<file path="src/rtl/alu_pkg.sv">
// Shared ALU operation codes and FSM state encoding for the serial ALU and the ALU decoder.
package alu_pkg;

  localparam logic [2:0] ALU_ADD = 3'b000;
  localparam logic [2:0] ALU_SUB = 3'b001;
  localparam logic [2:0] ALU_AND = 3'b010;
  localparam logic [2:0] ALU_OR  = 3'b011;
  localparam logic [2:0] ALU_BEQ = 3'b100;
  localparam logic [2:0] ALU_SLT = 3'b101;

  typedef enum logic [1:0] {
    S_IDLE = 2'b00,
    S_RUN  = 2'b01,
    S_DONE = 2'b10
  } state_t;

  // Operations that subtract: B is inverted and the carry chain starts at 1.
  function automatic logic is_inv(input logic [2:0] op);
    return (op == ALU_SUB) || (op == ALU_BEQ) || (op == ALU_SLT);
  endfunction

endpackage

</file>
<file path="src/rtl/alu_digit.sv">
// Combinational DIGIT-wide ALU slice: add/sub with carry, bitwise and/or, plus msbs for overflow.
module alu_digit
  import alu_pkg::*;
#(
  parameter int DIGIT = 8
) (
  input  logic [DIGIT-1:0] a_d,
  input  logic [DIGIT-1:0] b_d,
  input  logic             cin,
  input  logic             inv,
  input  logic [2:0]       op,
  output logic [DIGIT-1:0] y,
  output logic             cout,
  output logic             a_msb,
  output logic             b_msb,
  output logic             s_msb
);

  logic [DIGIT:0] sum;

  always_comb begin
    sum   = {1'b0, a_d} + {1'b0, b_d ^ {DIGIT{inv}}} + {{DIGIT{1'b0}}, cin};
    cout  = sum[DIGIT];
    s_msb = sum[DIGIT-1];
    a_msb = a_d[DIGIT-1];
    b_msb = b_d[DIGIT-1];
    case (op)
      ALU_AND: y = a_d & b_d;
      ALU_OR:  y = a_d | b_d;
      default: y = sum[DIGIT-1:0];
    endcase
  end

endmodule

</file>
<file path="src/rtl/serial_alu.sv">
// Digit-serial ALU: accepts one operation per handshake, processes DIGIT bits per cycle,
// and returns result plus zero flag on a second valid/ready handshake.
module serial_alu
  import alu_pkg::*;
#(
  parameter int XLEN  = 32,
  parameter int DIGIT = 8
) (
  input  logic            clk,
  input  logic            rst_n,
  input  logic            in_valid,
  output logic            in_ready,
  input  logic [2:0]      alu_op,
  input  logic [XLEN-1:0] a,
  input  logic [XLEN-1:0] b,
  output logic            out_valid,
  input  logic            out_ready,
  output logic [XLEN-1:0] result,
  output logic            zero
);

  localparam int NDIG = XLEN / DIGIT;
  localparam int CW   = (NDIG > 1) ? $clog2(NDIG) : 1;
  localparam logic [CW-1:0] LAST = CW'(NDIG - 1);

  generate
    if ((DIGIT < 1) || ((XLEN % DIGIT) != 0)) begin : g_bad_digit
      $error("serial_alu: DIGIT must be >= 1 and divide XLEN");
    end
  endgenerate

  state_t          state, next_state;
  logic [CW-1:0]   count;
  logic            carry;
  logic [XLEN-1:0] a_sh, b_sh, res_sh;
  logic [2:0]      op_q;
  logic            zero_q;

  logic [DIGIT-1:0] dig_y;
  logic             dig_cout, a_msb, b_msb, s_msb;
  logic [XLEN-1:0]  shifted, final_res;
  logic             lt, last;

  alu_digit #(.DIGIT(DIGIT)) u_digit (
    .a_d   (a_sh[DIGIT-1:0]),
    .b_d   (b_sh[DIGIT-1:0]),
    .cin   (carry),
    .inv   (is_inv(op_q)),
    .op    (op_q),
    .y     (dig_y),
    .cout  (dig_cout),
    .a_msb (a_msb),
    .b_msb (b_msb),
    .s_msb (s_msb)
  );

  // Each digit enters at the top so after NDIG cycles the result is aligned.
  generate
    if (DIGIT == XLEN) begin : g_single
      assign shifted = dig_y;
    end else begin : g_multi
      assign shifted = {dig_y, res_sh[XLEN-1:DIGIT]};
    end
  endgenerate

  always_comb begin
    last = (count == LAST);
    lt   = s_msb ^ ((a_msb != b_msb) && (s_msb != a_msb));
    case (op_q)
      ALU_ADD, ALU_SUB, ALU_AND, ALU_OR, ALU_BEQ: final_res = shifted;
      ALU_SLT: final_res = {{(XLEN-1){1'b0}}, lt};
      default: final_res = '0;
    endcase
  end

  always_ff @(posedge clk) begin
    if (!rst_n) state <= S_IDLE;
    else        state <= next_state;
  end

  always_comb begin
    next_state = state;
    in_ready   = 1'b0;
    out_valid  = 1'b0;
    case (state)
      S_IDLE: begin
        in_ready = 1'b1;
        if (in_valid) next_state = S_RUN;
      end
      S_RUN: begin
        if (last) next_state = S_DONE;
      end
      S_DONE: begin
        out_valid = 1'b1;
        if (out_ready) next_state = S_IDLE;
      end
      default: next_state = S_IDLE;
    endcase
  end

  always_ff @(posedge clk) begin
    if (!rst_n) begin
      count  <= '0;
      carry  <= 1'b0;
      a_sh   <= '0;
      b_sh   <= '0;
      res_sh <= '0;
      op_q   <= '0;
      zero_q <= 1'b1;
    end else begin
      case (state)
        S_IDLE: begin
          if (in_valid) begin
            a_sh  <= a;
            b_sh  <= b;
            op_q  <= alu_op;
            count <= '0;
            carry <= is_inv(alu_op);
          end
        end
        S_RUN: begin
          a_sh  <= a_sh >> DIGIT;
          b_sh  <= b_sh >> DIGIT;
          carry <= dig_cout;
          count <= count + 1'b1;
          if (last) begin
            res_sh <= final_res;
            zero_q <= (final_res == '0);
          end else begin
            res_sh <= shifted;
          end
        end
        default: ;
      endcase
    end
  end

  assign result = res_sh;
  assign zero   = zero_q;

endmodule

</file>
<file path="config.mk">
export PLATFORM = sky130hd
export DESIGN_NAME = serial_alu
export DESIGN_NICKNAME = d
export VERILOG_FILES = /design/src/rtl/alu_pkg.sv /design/src/rtl/alu_digit.sv /design/src/rtl/serial_alu.sv
export SDC_FILE = /design/constraint.sdc
export NUM_CORES = 1
export LEC_CHECK = 0
export ABC_AREA = 1
export BUFFER_PORTS_ARGS = -buffer_cell sky130_fd_sc_hd__buf_4
export CELL_PAD_IN_SITES_DETAIL_PLACEMENT = 1
export CELL_PAD_IN_SITES_GLOBAL_PLACEMENT = 2
export CORE_MARGIN = 4
export CORE_UTILIZATION = 31
export CTS_BUF_LIST = sky130_fd_sc_hd__clkbuf_8
export DETAILED_ROUTE_END_ITERATION = 8
export GPL_TIMING_DRIVEN = 0
export PLACE_DENSITY_LB_ADDON = 0.1
export SLEW_MARGIN = 30
export SYNTH_ARGS = -nofsm -noshare
export SYNTH_HDL_FRONTEND = slang
export SYNTH_SLANG_ARGS = --single-unit
</file>
<file path="constraint.sdc">
create_clock -name clk -period 3 [get_ports clk]
set_input_delay 0 -clock clk [delete_from_list [all_inputs] [get_ports clk]]
set_output_delay 0 -clock clk [all_outputs]
set_load 0.02 [all_outputs]
</file>
* Word-level counts from Yosys, hierarchy flattened *
Index checks and enable logic that the tools add are counted.
Widths: inputs -> output; s select.

cells by class
  add/subtract/negate cells = 3
  eq/ne operators = 16
  multiplexer cells = 17
  bitwise gates (word level) = 4
  reductions and logical operators = 14

operator list
  cell                 count
  $pmux 32 s2          3
  $mux 32              3
  $logic_not 32->1     1
  $pmux 8 s2           1
  $eq 3x3->1 const B   4
  $add 8x8->9          1
  $add 9x1->9          1
  $and 8x8->8          1
  $mux 2               4
  $or 8x8->8           1
  $xor 8x8->8          1
  $eq 3x1->1 const B   2
  $eq 3x2->1 const B   2
  $ne 2x2->1 const B   3
  $pmux 2 s3           1
  $reduce_and 2->1     3
  $reduce_or 5->1      1
  $eq 2x2->1 const B   2
  $logic_or 1x1->1     4
  $pmux 2 s2           1
  $logic_not 3->1      1
  $mux 1               3
  $reduce_and 3->1     1
  $add 2x1->2 const B  1
  other kinds (7)      8

word-level totals
  register bits after elaboration = 105
  input port bits = 71
  output and inout bits = 35
  word-level logic and storage cells = 62

* Longest topological paths before layout *
Gate-level depths: netlist of the first run.

  word-level depth = 11
  depth in mapped cells = 17

* By module *
From an unflattened synthesis of the first run, not the netlist that was laid out.

unflattened totals
  cells, all modules = 745
  area, all modules = 5086.1 um^2

by module, submodules not included
  module      times used  cells an instance  area an instance (um^2)  seq. area each (um^2)
  serial_alu  1           634                4435.5                   2102.0
  alu_digit   1           111                650.6                    0.0

* Worst setup path before layout of the first run *
OpenSTA, ideal clock, no wires.

  kind = reg-to-reg
  start = register op_q[2]
  end = register zero_q (netlist: zero)
  arrival time = 2.377 ns
  path slack = 0.565 ns
  cell stages (with the launch flop) = 15
  buffers on the path = 0
  clock period less this slack = 2.435 ns
  cell sequence = dfxtp_1 o21ai_2 xor2_1 fa_1 inv_1 fa_1 nand2_1 nand2_1 nor2_1 nand3_1 nor2_1 nand3_1 o21bai_1 nand2_1 nand2_1

between the ends
  cells in the longest elaborated chain, start to end = 11
  elaborated cells on any way between the ends = 18
  those cells by class = 2 x add/sub; 6 x eq/ne; 2 x mux; 2 x bitwise; 6 x reduce/logical

RTL lines
  item                                      line                             text
  from (decl)                               serial_alu.sv:36                 logic [2:0] op_q;
  from (signal assigned)                    serial_alu.sv:116                op_q <= alu_op;
  $eq 3x1->1 or $eq 3x3->1 (tied branches)  alu_pkg.sv:19, serial_alu.sv:69
  $logic_or 1x1->1 (2 in series)            alu_pkg.sv:19                    return (op == ALU_SUB) || (op == ALU_BEQ) || (op == ALU_SLT);
  $xor 8x8->8                               alu_digit.sv:22                  sum = {1'b0, a_d} + {1'b0, b_d ^ {DIGIT{inv}}} + {{DIGIT{1'b0}}, cin};
  $add 8x8->9                               alu_digit.sv:22
  $add 9x1->9                               alu_digit.sv:22
  $ne 1x1->1                                serial_alu.sv:68                 lt = s_msb ^ ((a_msb != b_msb) && (s_msb != a_msb));
  $logic_and 1x1->1                         serial_alu.sv:68
  $xor 1x1->1                               serial_alu.sv:68
  $pmux 32 s2 (*)                           serial_alu.sv:69                 case (op_q)
  $logic_not 32->1 (*)                      serial_alu.sv:128                zero_q <= (final_res == '0);
  to (signal assigned)                      serial_alu.sv:128
  to (decl)                                 serial_alu.sv:37                 logic zero_q;

Mark *: on every way between the ends. The rest lies on a longest branch, timed or not.
A chain may end at the register's enable or synchronous reset.

* Final worst setup path of the first run *
  start = register op_q[0]
  end = register zero_q (netlist: zero)

The elaborated chain is that of the path after synthesis.

==> results.toml, run 1 <==
[placed_design]
gp_congestion = 0.7739
dpl.hpwl_microns = 12950
placedCellCount = 1015
place.port_buffers = 104

[timing]
timing.final.crit_period_ns = 2.707
transition_at_the_pin_with_the_smallest_max_transition_slack_ns = 0.6459
timing.max_slew.rel_slack = 0.5694
maxSlewViolCount = 0
fin_worst_skew_ns = 0.01096
achievable-frequency_mhz = 369.4
timing.final.hold_violations = 0
setup_tns_ns = 0
unrepaired_setup_endpoints_after_global_routing = "no"
layout_worst_path_cycle_share = 0.9023
finalSetupViolations = 0

[setup_path]
critical_path_buf_inv_count = 2
timing.critical_path.to_type = "flip-flop"
worst_setup_path_startpoint = "op_q[0]"
launching_element_type_of_the_critical_path = "flip-flop"
worst_path_dominant_cell_family = "adder cells"
worst_path_most_repeated_cell = "sky130_fd_sc_hd__nand2_1"
crit_required_ns = 3.34
timing.critical_path.arrival_ns = 3.05
crit-reg2reg-launch = "op_q[0]"
cpPeakStageDelay_ns = 0.41
critical_path.max_fanout = 9
crit_path_top_delay_cell = "sky130_fd_sc_hd__fa_1"
crit_chain = "buf_6 > o21ai_4 > xor2_1 > fa_1 > inv_1 > fa_1 > nand2_1 > nand2_1 > nor2_1 > nand3_1 > nor2_1 > nand3_1 > o21bai_1 > nand2_1 > nand2_1"
crit_type = "reg2reg"

[yosys]
syn_area_sq_um = 4989
avgSynthCellArea_sq_um = 7.178
synth.distinct_cells = 35
synth.net_count = 778
synth-seq-area-share = 0.4214
yosys_warnings = 0
synth_cells = 695
postSynthRegisterBits = 105

[clock_network]
numClockSinks = 105
cts_buffers = 9
clkLatencyLatePin_ns = 0.38
ctsHtreeMaxLevel = 3
clk_pin_slew_ns = 0.11
clock-root-buffer = "sky130_fd_sc_hd__clkbuf_8"
ctsLongestPathBuffers = 2
cts_tree = "yes"

[die]
die_area_sq_um = 18190
std_cell_rows = 46
core_area_sq_um = 15830
y_dimension_of_the_die_microns = 134.9
boundaryPins = 106
initial_core_util = 0.3152
dieWidth_microns = 134.9

[min_path]
hold_path.class = "in2reg"
hold_start = "rst_n"

[global_routing]
maximum_number_of_pins_on_one_net_before_global_route_repair = 20
globalRoute.totalOverflow = 0
grt_antenna_before_repair = 0
wire_length_of_the_first_global_routing_pass_microns = 28480
grtUsageTotal = 0.1973
vias_in_the_first_global_route = 5566

[run_status]
status = "finished, final reports clean"

[drt]
route.vias.total = 5267
drt_wl_total_microns = 17420
drc_errors = 0
drt_first_pass_iters = 6
drtIter0Drc = 167
detail_route.wl_per_cell_microns = 15.81
ant_nets = 0
routed_via_density = 4.779

[power]
leakage_nw = 2.988
power_per_standard_cell_area_nw_per_um2 = 502.2
irDropWorstVdd_v = 0.0002104

[final_layout]
finish.utilization = 0.4401
final_net_count = 964
drive_above_1_share = 0.1772
synthToLayoutAreaGrowth_pct = 39.63
finish.cell_count_without_fillers = 1102
insertedDiodeCount = 0

[run]
maxCapViolations = 0
-- path summary, 6_finish.rpt --
| kind | to | slack (ns) | depth (start not counted) |
|---|---|---|---|
| worst max-delay path | zero | 0.29 | 15 |
| worst min-delay path | b_sh[9] | 0.05 | 3 |
| worst max register to register | zero | 0.29 | 15 |
| worst min register to register | a_sh[27] | 0.47 | 2 |
-- power by group --
part	internal, mW	switching [mW]
Combinational	0.404	0.546
Clock	0.404	0.550
Sequential	1.50	0.0896
Total	2.31	1.19
-- synthesized netlist by cell type --
master                     count  area (sq um)
sky130_fd_sc_hd__nand2_1     242         908.4
sky130_fd_sc_hd__o22ai_1       2         12.51
sky130_fd_sc_hd__o21ai_0      49         245.2
sky130_fd_sc_hd__inv_4         1         6.260
sky130_fd_sc_hd__o21bai_1      1         7.510
sky130_fd_sc_hd__dfxtp_1     105          2102
sky130_fd_sc_hd__o21ai_1       6         30.03
sky130_fd_sc_hd__o21a_1        1         7.510
sky130_fd_sc_hd__nand2_4       2         22.52
sky130_fd_sc_hd__a21oi_1      59         295.3
sky130_fd_sc_hd__nor2_1       25         93.84
sky130_fd_sc_hd__nor2_2        1         6.260
sky130_fd_sc_hd__clkbuf_1     18         67.56
sky130_fd_sc_hd__nand4_1       3         18.77
sky130_fd_sc_hd__a31oi_1      50         312.8
sky130_fd_sc_hd__nand3b_1      1         7.510
sky130_fd_sc_hd__nor2_4        1         11.26
sky130_fd_sc_hd__inv_1        44         165.2
sky130_fd_sc_hd__buf_4         1         7.510
sky130_fd_sc_hd__o21ai_2       1         8.760
sky130_fd_sc_hd__nor3_1        1         5.000
sky130_fd_sc_hd__xor2_1        8         70.07
sky130_fd_sc_hd__clkbuf_4      1         7.510
sky130_fd_sc_hd__buf_2        12         60.06
sky130_fd_sc_hd__or2_1         2         12.51
sky130_fd_sc_hd__nor2_8        2         40.04
sky130_fd_sc_hd__a22oi_1       2         15.01
sky130_fd_sc_hd__fa_1          2         40.04
sky130_fd_sc_hd__inv_6         1         8.760
sky130_fd_sc_hd__buf_6         9         101.4
sky130_fd_sc_hd__a211oi_1      2         15.01
sky130_fd_sc_hd__inv_2         5         18.77
sky130_fd_sc_hd__o211ai_1      3         22.52
sky130_fd_sc_hd__nand3_1      22         110.1
sky130_fd_sc_hd__ha_1         10         125.1
-- final cells by class --
class | count | area, sq um
Fill cell | 1992 | 8862
Multi-Input combinational cell | 498 | 2451
Sequential cell | 105 | 2102
Timing Repair Buffer | 175 | 1491
Tap cell | 216 | 270.3
Buffer | 41 | 244.0
Inverter | 51 | 198.9
Clock buffer | 9 | 123.9
Clock inverter | 7 | 83.83
-- per-stage QoR --
step           instance area [sq um]  power (mW)  worst slack (ns)  hold slack, ns
6_report                        6965       3.498            0.2931         0.05458
5_1_grt                         6965       3.741           0.01745         0.07703
4_1_cts                         6958       3.540           0.04661         0.04368
3_5_place_dp                    6040       2.504           0.06654          0.2713
3_3_place_gp                    6040       2.477           0.05178          0.2647
2_1_floorplan                   4989       2.182            0.5646          0.1473
-- layer usage --
| metal | global-route usage | share of wire |
|---|---|---|
| met4 | 0.05204 | 0.012 |
| met5 | 0 | 0 |
| met2 | 0.3716 | 0.53 |
| met1 | 0.2366 | 0.42 |
| met3 | 0.02235 | 0.030 |
-- placed cells by master (no fill, tap or decap), drive strengths merged, types with 8 or more instances in the layout --
cell,count
xor2,8
dlygate4sd3,71
o21ai,56
a31oi,50
buf,126
ha,10
nor2,29
clkbuf,28
nand2,244
nand3,22
inv,55
dfxtp,105
a21oi,59
-- cells by family (layout without fill, tap and decap cells) --
| group | count (synthesis) | after routing | share of synthesized area |
|---|---|---|---|
| xor gates and xnor gates | 8 | 8 | 0.01405 |
| buffers and inverters | 92 | 283 | 0.08879 |
| DFF | 105 | 105 | 0.4214 |
| AOI/OAI and AO/OA | 176 | 176 | 0.1949 |
| and+or+nand+nor | 302 | 302 | 0.2478 |
| adders and majority gates | 12 | 12 | 0.03311 |
-- repair_timing --
item | in CTS | in global routing
hold buffers | 71 | 0
endpoints found under the setup margin | 0 | 2
resized for setup | 0 | 1
setup buffers | 0 | 0
endpoints found under the hold margin | 68 | 0
-- state kept, by name (all words and copies together) (netlist names) --
name / cells
a_sh: 32
zero: 1
result: 32
op_q: 3
state: 2
count: 2
b_sh: 32
carry: 1
-- worst reg2reg max path: cells and delay by family, from the launching register on --
kind                       cells  cell delay [ns]
and+or+nand+nor                8             0.65
adders and majority gates      2             0.80
buffers and inverters          2             0.25
AOI/OAI and AO/OA              2             0.52
xor gates and xnor gates       1             0.14
DFF                            1             0.33
Power figures use the tool's default switching activity.
==> inputs of run 2 (changes only) <==
Settings changed: REMOVE_ABC_BUFFERS from default to 1.
==> run 2 against run 1 <==
  * Final cell count decreased by 3.2%
  * Sequential cell count unchanged
  * Setup slack improved by 0.037 ns
  * Maximum frequency increased by 1.4%
  * Critical endpoint unchanged
==> results.toml, run 2 (same netlist as run 1, synthesis figures left out) <==
[clock_network]
clk_pin_slew_ns = 0.10
ctsHtreeMaxLevel = 3
clock-root-buffer = "sky130_fd_sc_hd__clkbuf_8"
clkLatencyLatePin_ns = 0.38
ctsLongestPathBuffers = 2
cts_buffers = 9
numClockSinks = 105
cts_tree = "yes"

[timing]
setup_tns_ns = 0
unrepaired_setup_endpoints_after_global_routing = "no"
timing.final.hold_violations = 0
layout_worst_path_cycle_share = 0.8901
maxSlewViolCount = 0
transition_at_the_pin_with_the_smallest_max_transition_slack_ns = 0.8438
timing.max_slew.rel_slack = 0.4375
timing.final.crit_period_ns = 2.670
achievable-frequency_mhz = 374.5
finalSetupViolations = 0
fin_worst_skew_ns = 0.007543

[power]
power_per_standard_cell_area_nw_per_um2 = 485.7
leakage_nw = 2.882
irDropWorstVdd_v = 0.0001841
report.power.total_mw = 3.296

[drt]
drt_first_pass_iters = 4
drtIter0Drc = 187
drc_errors = 0
routed_via_density = 4.741
ant_nets = 0
drt_wl_total_microns = 15160
route.vias.total = 5059
detail_route.wl_per_cell_microns = 14.21

[final_layout]
synthToLayoutAreaGrowth_pct = 36.04
layout.cells.most_common = "sky130_fd_sc_hd__nand2_1"
layout_common_cells = "sky130_fd_sc_hd__nand2_1, sky130_fd_sc_hd__buf_4, sky130_fd_sc_hd__dfxtp_1"
area_occupied_by_multi_input_gates_sq_um = 2451
ff_latch_area_sq_um = 2102
drive_above_1_share = 0.1633
insertedDiodeCount = 0
final_net_count = 929
fin_area_sq_um = 6787
fillerInstances = 1986

[setup_path]
critical_path.max_fanout = 9
timing.critical_path.to_type = "flip-flop"
timing.critical_path.arrival_ns = 3.00
crit_required_ns = 3.33
launching_element_type_of_the_critical_path = "flip-flop"
crit_type = "reg2reg"

[global_routing]
globalRoute.totalOverflow = 0
maximum_number_of_pins_on_one_net_before_global_route_repair = 98
vias_in_the_first_global_route = 5038
wire_length_of_the_first_global_routing_pass_microns = 24960
grt_antenna_before_repair = 0
grtUsageTotal = 0.1701

[die]
y_dimension_of_the_die_microns = 134.9
std_cell_rows = 46
die_area_sq_um = 18190
initial_core_util = 0.3152
dieWidth_microns = 134.9
boundaryPins = 106
core_area_sq_um = 15830

[run]
maxCapViolations = 0

[placed_design]
placed_instance_area_sq_um = 5891
place.port_buffers = 105
gp_congestion = 0.8045
dpl.hpwl_microns = 9764

[run_status]
status = "finished, final reports clean"

[min_path]
hold_path.class = "in2reg"
[run 2: cell count changes in the layout (fill, tap and decap cells not counted), sizes merged]
cell,change
inv,-3
clkinvlp,+2
buf,-16
clkinv,+2
bufinv,-1
clkbuf,-19
[run 2: final timing paths]
kind / endpoint / from / depth (start not counted) / slack (ns)
hold / removal: state[0] / rst_n / 2 / 0.1
setup reg to reg: zero / op_q[0] / 14 / 0.33
hold reg to reg: a_sh[29] / a_sh[29] / 2 / 0.47
setup / recovery: zero / op_q[0] / 14 / 0.33
[run 2: report_power, final]
part | leakage (nW) | switching (mW) | internal, mW
Sequential | 0.863 | 0.0807 | 1.50
Clock | 0.0860 | 0.505 | 0.294
Combinational | 1.93 | 0.528 | 0.386
[run 2: what timing repair did]
| action | CTS | global route |
|---|---|---|
| setup buffers | 0 | 2 |
| endpoints found under the setup margin | 1 | 1 |
| hold buffers | 71 | 0 |
| resized for setup | 1 | 0 |
| endpoints found under the hold margin | 68 | 0 |
| pin swaps | 0 | 1 |
[run 2: per-stage QoR]
step	setup WS, ns	hold slack [ns]	cells	util
after global routing	0.06778	0.1248	1067	0.4288
after detailed placement	-0.01153	0.2730	978	0.3722
after global placement	-0.4488	0.2657	975	0.3666
final	0.3297	0.09646	1067	0.4288
after CTS	0.1223	0.09505	1065	0.4278
after floorplan	0.5621	0.1176	654	-
[run 2: metal layers]
layer  wire (microns)  vias up  share of wire  GRT usage
met5                0        -              0          0
met4              194        0          0.013    0.05090
met3              498       15          0.033    0.02534
met2             7514       78           0.50     0.2993
met1             6955     2384           0.46     0.2153
li1                 -     2582              -          -
[run 2: critical path, cell delays in order, from the launching register on]
cell and delay, ns:
sky130_fd_sc_hd__dfxtp_1 0.60, sky130_fd_sc_hd__o21ai_4 0.13, sky130_fd_sc_hd__xor2_1 0.17, sky130_fd_sc_hd__fa_1 0.39, sky130_fd_sc_hd__inv_1 0.13, sky130_fd_sc_hd__fa_1 0.42
sky130_fd_sc_hd__nand2_1 0.07, sky130_fd_sc_hd__nand2_1 0.08, sky130_fd_sc_hd__nor2_1 0.11, sky130_fd_sc_hd__nand3_1 0.07, sky130_fd_sc_hd__nor2_1 0.09, sky130_fd_sc_hd__nand3_1 0.10
sky130_fd_sc_hd__o21bai_1 0.14, sky130_fd_sc_hd__nand2_1 0.07, sky130_fd_sc_hd__nand2_1 0.05
[run 2: cell type report]
type	count	area share
Multi-Input combinational cell	498	0.3612
Sequential cell	105	0.3097
Timing Repair Buffer	181	0.2353
Tap cell	216	0.03982
Inverter	51	0.03005
Clock buffer	9	0.01825
Clock inverter	7	0.005715
==> inputs of run 3 (changes only) <==
Settings changed: CORE_UTILIZATION 31 to 34, CTS_CLUSTER_DIAMETER from default to 120.
Clock period 3 ns to 3.3 ns, I/O delays scaled along.
==> run 3 against run 2 <==
  * Clock skew rose by 0.0016 ns
  * Largest cell class unchanged
  * Total power decreased by 6.0%
  * Count of clock-buffer cells in the layout increased by 3
  * Setup slack worse by 0.0033 ns
  * Sequential share of layout area increased by 0.21 points
  * Via count decreased by 0.16%
  * Wire length down 0.45%
  * Sequential cell count unchanged
  * Sequential power decreased by 9%
  * Design area is 0.66% lower
==> results.toml, run 3 (same netlist as run 1, synthesis figures left out) <==
[clock_network]
cts_tree = "yes"
post_cts_hold_buffer_count = 71
post_cts_resize_count = 0
ctsHtreeMaxLevel = 3
numClockSinks = 105
clkLatencyLatePin_ns = 0.38
cts_buffers = 9
clk_pin_slew_ns = 0.09
cts.repair_timing.setup_buffer_count = 0
clock-root-buffer = "sky130_fd_sc_hd__clkbuf_8"
ctsLongestPathBuffers = 2

[drt]
ant_nets = 0
drc_errors = 0
detail_route.wl_per_cell_microns = 14.63
drtIter0Drc = 219
route.vias.total = 5051
drt_first_pass_iters = 4
drt_wl_total_microns = 15100
routed_via_density = 4.894

[final_layout]
fin_area_sq_um = 6741
layout_common_cells = "sky130_fd_sc_hd__nand2_1, sky130_fd_sc_hd__dfxtp_1, sky130_fd_sc_hd__buf_4"
finish.utilization = 0.4656
synthToLayoutAreaGrowth_pct = 35.14
final_net_count = 926
layout.cells.most_common = "sky130_fd_sc_hd__nand2_1"
insertedDiodeCount = 0
drive_above_1_share = 0.1592

[setup_path]
timing.critical_path.arrival_ns = 3.30
crit_path_top_delay_cell = "sky130_fd_sc_hd__o21ai_2"
crit_type = "reg2reg"
worst_path_dominant_cell_family = "adder cells"
worst_path_most_repeated_cell = "sky130_fd_sc_hd__nand2_1"
launching_element_type_of_the_critical_path = "flip-flop"
crit_chain = "o21ai_2 > xor2_1 > fa_1 > inv_1 > fa_1 > nand2_1 > nand2_1 > nor2_1 > nand3_1 > nor2_1 > nand3_1 > o21bai_1 > nand2_1 > nand2_1"
crit_required_ns = 3.63
critical_path.max_fanout = 9
cpPeakStageDelay_ns = 0.54
critical_path_buf_inv_count = 1
timing.critical_path.to_type = "flip-flop"

[timing]
post_route_worst_setup_slack_ns = 0.3263
fin_worst_skew_ns = 0.009138
layout_worst_path_cycle_share = 0.9011
timing.final.crit_period_ns = 2.974
timing.max_slew.rel_slack = 0.4516
maxSlewViolCount = 0
achievable-frequency_mhz = 336.3
transition_at_the_pin_with_the_smallest_max_transition_slack_ns = 0.8226
finalSetupViolations = 0
timing.final.hold_violations = 0
unrepaired_setup_endpoints_after_global_routing = "no"
setup_tns_ns = 0

[power]
irDropWorstVdd_v = 0.0002824
report.power.total_mw = 3.098
leakage_nw = 2.888
power_per_standard_cell_area_nw_per_um2 = 459.5

[global_routing]
vias_in_the_first_global_route = 5147
grt_antenna_before_repair = 0
maximum_number_of_pins_on_one_net_before_global_route_repair = 98
globalRoute.totalOverflow = 0
grtUsageTotal = 0.1852
wire_length_of_the_first_global_routing_pass_microns = 24920

[placed_design]
place_ws_ns = 0.3202
dpl.hpwl_microns = 9296
gp_congestion = 0.8324
place.port_buffers = 105
placed_instance_area_sq_um = 5823

[run_status]
status = "finished, final reports clean"

[die]
y_dimension_of_the_die_microns = 129.1
dieWidth_microns = 129.1
die_area_sq_um = 16670
boundaryPins = 106
core_area_sq_um = 14480
initial_core_util = 0.3445
std_cell_rows = 44

[run]
maxCapViolations = 0

[min_path]
hold_path.class = "in2reg"
[run 3: changes by cell type in the layout (fill, tap and decap cells not counted), moves of 2 or more]
| cell | before | now |
|---|---|---|
| sky130_fd_sc_hd__clkbuf_8 | 9 | 12 |
| sky130_fd_sc_hd__clkinvlp_4 | 2 | 0 |
| sky130_fd_sc_hd__clkinv_2 | 4 | 1 |
| sky130_fd_sc_hd__buf_4 | 107 | 105 |
[run 3: per-layer routing]
layer,share of wire,global-route usage
met5,0,0
met4,0.023,0.06115
met3,0.037,0.04369
met2,0.49,0.3210
met1,0.45,0.2263
[run 3: final timing paths]
kind | cells after the start | start | end | slack (ns)
min reg2reg | 2 | b_sh[31] | b_sh[31] | 0.47
min | 2 | rst_n | state[0] | 0.09
max reg2reg | 14 | op_q[0] | zero | 0.33
max | 14 | op_q[0] | zero | 0.33
[run 3: power breakdown]
part / switching, mW / total (mW) / internal, mW
logic: 0.476 / 0.817 / 0.341
clock network: 0.436 / 0.843 / 0.407
registers: 0.0708 / 1.44 / 1.37
[run 3: metrics by stage]
step | hold WS [ns] | cells
floorplan | 0.1176 | 654
global placement | 0.2657 | 943
detailed placement | 0.2732 | 945
CTS | 0.08235 | 1032
global route | 0.09652 | 1032
finish | 0.09429 | 1032
[run 3: cell type report]
cell class / instances / area [sq um]
inverters: 51 / 203.9
repair buffers: 178 / 1554
clock inverters: 4 / 42.54
well taps: 184 / 230.2
fillers: 1810 / 7737
flip-flops and latches: 105 / 2102
clock buffers: 12 / 165.2
multi-input cells: 498 / 2444
[run 3: worst reg2reg max path: stages, from the launching register on]
cell and delay, ns:
sky130_fd_sc_hd__dfxtp_1 0.43, sky130_fd_sc_hd__o21ai_2 0.54, sky130_fd_sc_hd__xor2_1 0.17, sky130_fd_sc_hd__fa_1 0.42
sky130_fd_sc_hd__inv_1 0.13, sky130_fd_sc_hd__fa_1 0.42, sky130_fd_sc_hd__nand2_1 0.07, sky130_fd_sc_hd__nand2_1 0.09
sky130_fd_sc_hd__nor2_1 0.12, sky130_fd_sc_hd__nand3_1 0.07, sky130_fd_sc_hd__nor2_1 0.10, sky130_fd_sc_hd__nand3_1 0.10
sky130_fd_sc_hd__o21bai_1 0.15, sky130_fd_sc_hd__nand2_1 0.07, sky130_fd_sc_hd__nand2_1 0.05
